File: src/rtl/obstacle_wave_scheduler.sv
// Lane-pattern sequencer, step pacing, scoring and collision handling.
// Optional score counter enabled by defining OBST_SCHED_SCORE_EN.
module obstacle_wave_scheduler #(
    parameter logic [7:0] LFSR_SEED       = 8'hA5,
    parameter int         BASE_DIV        = 8,
    parameter int         WAVES_PER_LEVEL = 4,
    parameter int         HIT_TICKS       = 32
) (
    input  logic        clk,
    input  logic        reset,
    input  logic        tick,
    input  logic        start,
    input  logic        wave_done,
    input  logic        on_collision,
    input  logic [1:0]  car_lane,
    output logic [3:0]  lane_en,
    output logic        step,
    output logic        game_over,
    output logic [2:0]  level,
    output logic [15:0] score
);

    localparam logic [7:0]  BD  = 8'(BASE_DIV);
    localparam logic [7:0]  WPL = 8'(WAVES_PER_LEVEL);
    localparam logic [15:0] HT  = 16'(HIT_TICKS);

    typedef enum logic [2:0] {
        IDLE,
        SPAWN,
        RUN,
        HIT,
        OVER
    } state_t;

    state_t      state_q, state_d;
    logic [7:0]  lfsr_q, lfsr_d, lfsr_nx;
    logic [7:0]  div_q, div_d, reload;
    logic [7:0]  wave_q, wave_d;
    logic [15:0] hit_q, hit_d;
    logic [3:0]  lane_q, lane_d;
    logic [3:0]  pat_q, pat_d;
    logic [2:0]  level_q, level_d;
    logic        step_q, step_d;
    logic        over_q, over_d;
    logic        wd_q, wd_rise;
`ifdef OBST_SCHED_SCORE_EN
    logic [15:0] score_q, score_d;
`endif

    // Guarantee at least one free lane and at least one obstacle.
    function automatic logic [3:0] fix(input logic [3:0] p);
        if (p == 4'b1111) return 4'b0111;
        if (p == 4'b0000) return 4'b0001;
        return p;
    endfunction

    assign lfsr_nx = {lfsr_q[6:0],
                      lfsr_q[7] ^ lfsr_q[5] ^ lfsr_q[4] ^ lfsr_q[3]};
    assign wd_rise = wave_done & ~wd_q;

    always_comb begin
        if (BD > ({5'd0, level_q} + 8'd1)) reload = BD - {5'd0, level_q};
        else reload = 8'd1;
    end

    always_comb begin
        state_d = state_q;
        lfsr_d  = lfsr_q;
        div_d   = div_q;
        wave_d  = wave_q;
        hit_d   = hit_q;
        lane_d  = lane_q;
        pat_d   = pat_q;
        level_d = level_q;
        step_d  = 1'b0;
`ifdef OBST_SCHED_SCORE_EN
        score_d = score_q;
`endif
        unique case (state_q)
            IDLE, OVER: begin
                if (start) begin
                    state_d = SPAWN;
                    level_d = 3'd0;
                    wave_d  = 8'd0;
                    div_d   = 8'd0;
`ifdef OBST_SCHED_SCORE_EN
                    score_d = 16'd0;
`endif
                end
            end
            SPAWN: begin
                lfsr_d  = lfsr_nx;
                lane_d  = fix(lfsr_nx[3:0]);
                div_d   = 8'd0;
                state_d = RUN;
            end
            RUN: begin
                if (on_collision && lane_q[car_lane]) begin
                    state_d = HIT;
                    pat_d   = lane_q;
                    hit_d   = 16'd0;
                end else begin
                    if (tick) begin
                        if (div_q == reload - 8'd1) begin
                            step_d = 1'b1;
                            div_d  = 8'd0;
                        end else begin
                            div_d = div_q + 8'd1;
                        end
                    end
                    if (wd_rise) begin
`ifdef OBST_SCHED_SCORE_EN
                        if (score_q != 16'hFFFF) score_d = score_q + 16'd1;
`endif
                        if (wave_q + 8'd1 >= WPL) begin
                            wave_d = 8'd0;
                            if (level_q != 3'd7) level_d = level_q + 3'd1;
                        end else begin
                            wave_d = wave_q + 8'd1;
                        end
                        state_d = SPAWN;
                    end
                end
            end
            HIT: begin
                if (tick) begin
                    hit_d = hit_q + 16'd1;
                    // Blink: first 8 ticks dark, next 8 lit, and so on.
                    if (hit_d >= HT) begin
                        lane_d  = pat_q;
                        state_d = OVER;
                    end else begin
                        lane_d = hit_q[3] ? pat_q : 4'b0000;
                    end
                end
            end
            default: state_d = IDLE;
        endcase
        over_d = (state_d == OVER);
    end

    always_ff @(posedge clk) begin
        if (reset) begin
            state_q <= IDLE;
            lfsr_q  <= LFSR_SEED;
            div_q   <= 8'd0;
            wave_q  <= 8'd0;
            hit_q   <= 16'd0;
            lane_q  <= 4'd0;
            pat_q   <= 4'd0;
            level_q <= 3'd0;
            step_q  <= 1'b0;
            over_q  <= 1'b0;
            wd_q    <= 1'b0;
        end else begin
            state_q <= state_d;
            lfsr_q  <= lfsr_d;
            div_q   <= div_d;
            wave_q  <= wave_d;
            hit_q   <= hit_d;
            lane_q  <= lane_d;
            pat_q   <= pat_d;
            level_q <= level_d;
            step_q  <= step_d;
            over_q  <= over_d;
            wd_q    <= wave_done;
        end
    end

`ifdef OBST_SCHED_SCORE_EN
    always_ff @(posedge clk) begin
        if (reset) score_q <= 16'd0;
        else score_q <= score_d;
    end
    assign score = score_q;
`else
    assign score = 16'h0000;
`endif

    assign lane_en   = lane_q;
    assign step      = step_q;
    assign game_over = over_q;
    assign level     = level_q;

endmodule
File: config.mk
export PLATFORM = sky130hd
export DESIGN_NAME = obstacle_wave_scheduler
export DESIGN_NICKNAME = d
export VERILOG_FILES = /design/src/rtl/obstacle_wave_scheduler.sv
export SDC_FILE = /design/constraint.sdc
export NUM_CORES = 1
export LEC_CHECK = 0
export CAP_MARGIN = 20
export CORE_MARGIN = 2
export CORE_UTILIZATION = 55
export DETAILED_ROUTE_END_ITERATION = 10
export GPL_TIMING_DRIVEN = 0
export PLACE_DENSITY_LB_ADDON = 0.05
export SLEW_MARGIN = 20
export SYNTH_ARGS = -nofsm -noshare
export SYNTH_HDL_FRONTEND = slang
export SYNTH_SLANG_ARGS = --single-unit
export TNS_END_PERCENT = 10
File: constraint.sdc
create_clock -name clk -period 6.5 [get_ports clk]
set_input_delay 0.65 -clock clk [delete_from_list [all_inputs] [get_ports clk]]
set_output_delay 0.65 -clock clk [all_outputs]
set_load 0.05 [all_outputs]
==> impl_metrics.env <==
export IMPL_yosys_register_bits=57
export IMPL_p_sw_share_pct=29.2
export IMPL_synthCells=396
export IMPL_rows=27
export IMPL_yosys_warnings=0
export IMPL_root_buffer="clkbuf_8"
export IMPL_r2r_slack_ns=3.78
export IMPL_worstHoldPathType="flop to flop"
export IMPL_overflow=0
export IMPL_cp_required_ns=6.70
export IMPL_die_h_um=80.6
export IMPL_highest_layer="met4"
export IMPL_period_minus_slack_ns=2.72
export IMPL_r2r_end="div_q[1]$_SDFFE_PP0P_"
export IMPL_cp_max_fo=10
export IMPL_initial_core_util_pct=57.9
export IMPL_maxSlewHeadroom_pct=58.9
export IMPL_num_vias=2959
export IMPL_syn_cell_area_um2=3230
export IMPL_num_fill_cells=498
export IMPL_cts_tree="built"
export IMPL_numPortBuffers=16
export IMPL_seqCellArea_um2=1140
export IMPL_grt_total_usage_pct=24.4
export IMPL_met2_length_mm=3.19
export IMPL_hold_end="pat_q[3]$_SDFFE_PP0P_"
export IMPL_seqPwrFrac_pct=43.5
export IMPL_reg2reg_from="level[0]$_SDFFE_PP0P_"
export IMPL_area_delta_synth_final_pct=15.9
export IMPL_rsz0062_at_grt="no"
export IMPL_yosys_area_top_type="dfxtp_1"
export IMPL_period_share_pct=41.8
export IMPL_cts_hold_fix_buffers=0
export IMPL_p_int_mw=0.610
export IMPL_fin_util_pct=67.1
export IMPL_h_tree_depth=3
export IMPL_clkTransAtPathRegs_ns=0.07
export IMPL_cp_arrival_ns=2.91
export IMPL_synthArstFlopShare_pct=0
export IMPL_synth_enable_flop_cells=0
export IMPL_grt_max_degree=11
export IMPL_post_cts_buffers=0
export IMPL_avgSynthCellArea_um2=8.15
export IMPL_worstSetupStartpointType="flop"
export IMPL_ios=33
export IMPL_tns_ns=0
export IMPL_whs_ns=0.458
export IMPL_p_leak_nw=1.43
export IMPL_ys_types=57
export IMPL_clkPwrFrac_pct=39.9
export IMPL_cts_sinks=57
export IMPL_fmax_ghz=0.368
export IMPL_yosysMostFrequentCell="dfxtp_1"
export IMPL_fin_skew_ns=0.00943
export IMPL_switching_power_mw=0.251
export IMPL_clockBufferDepth=2
export IMPL_seq_area_frac_synth_pct=35.4
export IMPL_drive_gt1_share_pct=11.1
export IMPL_gp_congestion=0.893
export IMPL_worst_pin_slew_ns=0.617
export IMPL_grt_antenna_before_repair=0
export IMPL_power_density_nw_per_um2=230
export IMPL_grt_pass1_vias=2610
export IMPL_whs_path_depth=2
export IMPL_hpwl_mm=5.02
export IMPL_multi_input_area_um2=1900
export IMPL_rr_worst_depth=11
export IMPL_nets=455
export IMPL_end_kind="flop"
export IMPL_wirelength_mm=7.19
export IMPL_die_x_um=80.6
export IMPL_max_cap_violations=0
export IMPL_finalHoldViolCount=0
export IMPL_hold_start="pat_q[3]$_SDFFE_PP0P_"
export IMPL_drtIter0Drc=168
export IMPL_critPathKind="flop to flop"
export IMPL_clock_latency_ns=0.34
export IMPL_yosysTopAreaCellShare_pct=35.4
export IMPL_synth_area_leaders="dfxtp_1, nand2_1, a21oi_1"
export IMPL_m1WireLength_mm=3.50
export IMPL_ys_flop_type="dfxtp_1"
export IMPL_vdd_drop_max_mv=0.174
export IMPL_setup_viol=0
export IMPL_first_pass_iters=5
export IMPL_die_area_um2=6500
export IMPL_yosys_top_cells_count="dfxtp_1, nand2_1, nor2_1, a21oi_1, buf_4"
export IMPL_vias_per_cell=5.75
export IMPL_routedWlPerCell_um=14.0
export IMPL_drtAntennaViolNets=0
export IMPL_antenna_cells=0
export IMPL_grt_pass1_wl_mm=12.3
export IMPL_wl_met3_um=430
export IMPL_core_area_um2=5570
export IMPL_outcome="completed"
export IMPL_drv_slew=0
export IMPL_drc_errors=0
export IMPL_cts_resized=0
export IMPL_cts_inserted_buffers=9
export IMPL_p_comb_share_pct=16.6
[state kept, by name, indices dropped and copies added (netlist names)]
signal,count
pat_q,4
wd_q,1
state_q,3
lane_en,4
hit_q,16
div_q,8
game_over,1
wave_q,8
level,3
step,1
lfsr_q,8
[power by group through the flow]
stage,logic [mW],registers [mW],clock network (mW)
final,0.143,0.374,0.344
after global routing,0.155,0.376,0.364
after CTS,0.142,0.374,0.353
after detailed placement,0.142,0.382,0
after global placement,0.140,0.382,0
after floorplan,0.104,0.388,0
[metal layers]
layer	GRT usage (%)	vias up
met5	0	-
met2	36.4	77
met4	6.61	0
met3	6.52	6
li1	-	1489
met1	34.6	1387
[worst max-delay path, stage by stage (launching register included)]
cell and delay, ns:
dfxtp_1 0.34, buf_2 0.21, inv_1 0.11, ha_1 0.20
clkbuf_2 0.15, xnor2_1 0.14, nor3_1 0.15, ha_1 0.27
xor2_1 0.13, nand3_1 0.14, o41ai_4 0.56, a211oi_1 0.17
[stage by stage]
| stage | power [mW] | instances | area [um^2] | setup WS (ns) |
|---|---|---|---|---|
| 6_report | 0.861 | 515 | 3740 | 3.78 |
| 3_5_place_dp | 0.524 | 499 | 3530 | 3.66 |
| 3_3_place_gp | 0.522 | 499 | 3530 | 3.69 |
| 5_1_grt | 0.895 | 515 | 3740 | 3.58 |
| 2_1_floorplan | 0.493 | 411 | 3280 | 3.69 |
| 4_1_cts | 0.870 | 515 | 3740 | 3.78 |
[layout make-up]
type / instances / share of cell area, %
multi-input combinational: 308 / 50.7
sequential: 57 / 30.5
buffer: 36 / 5.59
timing repair buffer: 16 / 4.28
clock buffer: 12 / 4.15
tap: 72 / 2.41
clock inverter: 4 / 1.37
inverter: 10 / 1.00
[cells by family after synthesis]
logic type,Yosys count,synth area share [%]
xor gates and xnor gates,20,5.43
and+or+nand+nor,163,25.7
adders and majority gates,9,3.49
AOI/OAI and AO/OA,97,20.9
DFF,57,35.4
muxes,3,1.32
other,1,0.116
buffers and inverters,46,7.64
[layout by cell type (no fill, tap or decap), types with 5 or more instances in the layout]
master | Yosys | routed
a211oi_1 | 10 | 10
a21oi_1 | 29 | 29
a311oi_1 | 5 | 5
a31oi_1 | 7 | 7
and2_1 | 8 | 8
buf_2 | 7 | 7
buf_4 | 17 | 17
clkbuf_1 | 11 | 12
clkbuf_8 | 0 | 11
clkdlybuf4s50_1 | 0 | 16
conb_1 | 1 | 16
dfxtp_1 | 57 | 57
ha_1 | 9 | 9
inv_1 | 10 | 10
nand2_1 | 48 | 48
nand2b_1 | 5 | 5
nand3_1 | 12 | 12
nand4_1 | 9 | 9
nor2_1 | 32 | 32
nor3_1 | 15 | 15
o21ai_0 | 14 | 14
xnor2_1 | 10 | 10
xor2_1 | 10 | 10
[how the worst max path moves through the flow]
| stage | endpoint | cells past startpoint | from |
|---|---|---|---|
| after detailed placement | div_q[7]$_SDFFE_PP0P_ | 7 | car_lane[0] |
| after floorplan | div_q[0]$_SDFFE_PP0P_ | 11 | level[0]$_SDFFE_PP0P_ |
| final | div_q[1]$_SDFFE_PP0P_ | 11 | level[0]$_SDFFE_PP0P_ |
| after CTS | div_q[1]$_SDFFE_PP0P_ | 11 | level[0]$_SDFFE_PP0P_ |
| after global routing | div_q[1]$_SDFFE_PP0P_ | 10 | level[0]$_SDFFE_PP0P_ |
| after global placement | div_q[7]$_SDFFE_PP0P_ | 7 | car_lane[0] |
Power figures use the tool's default switching activity.
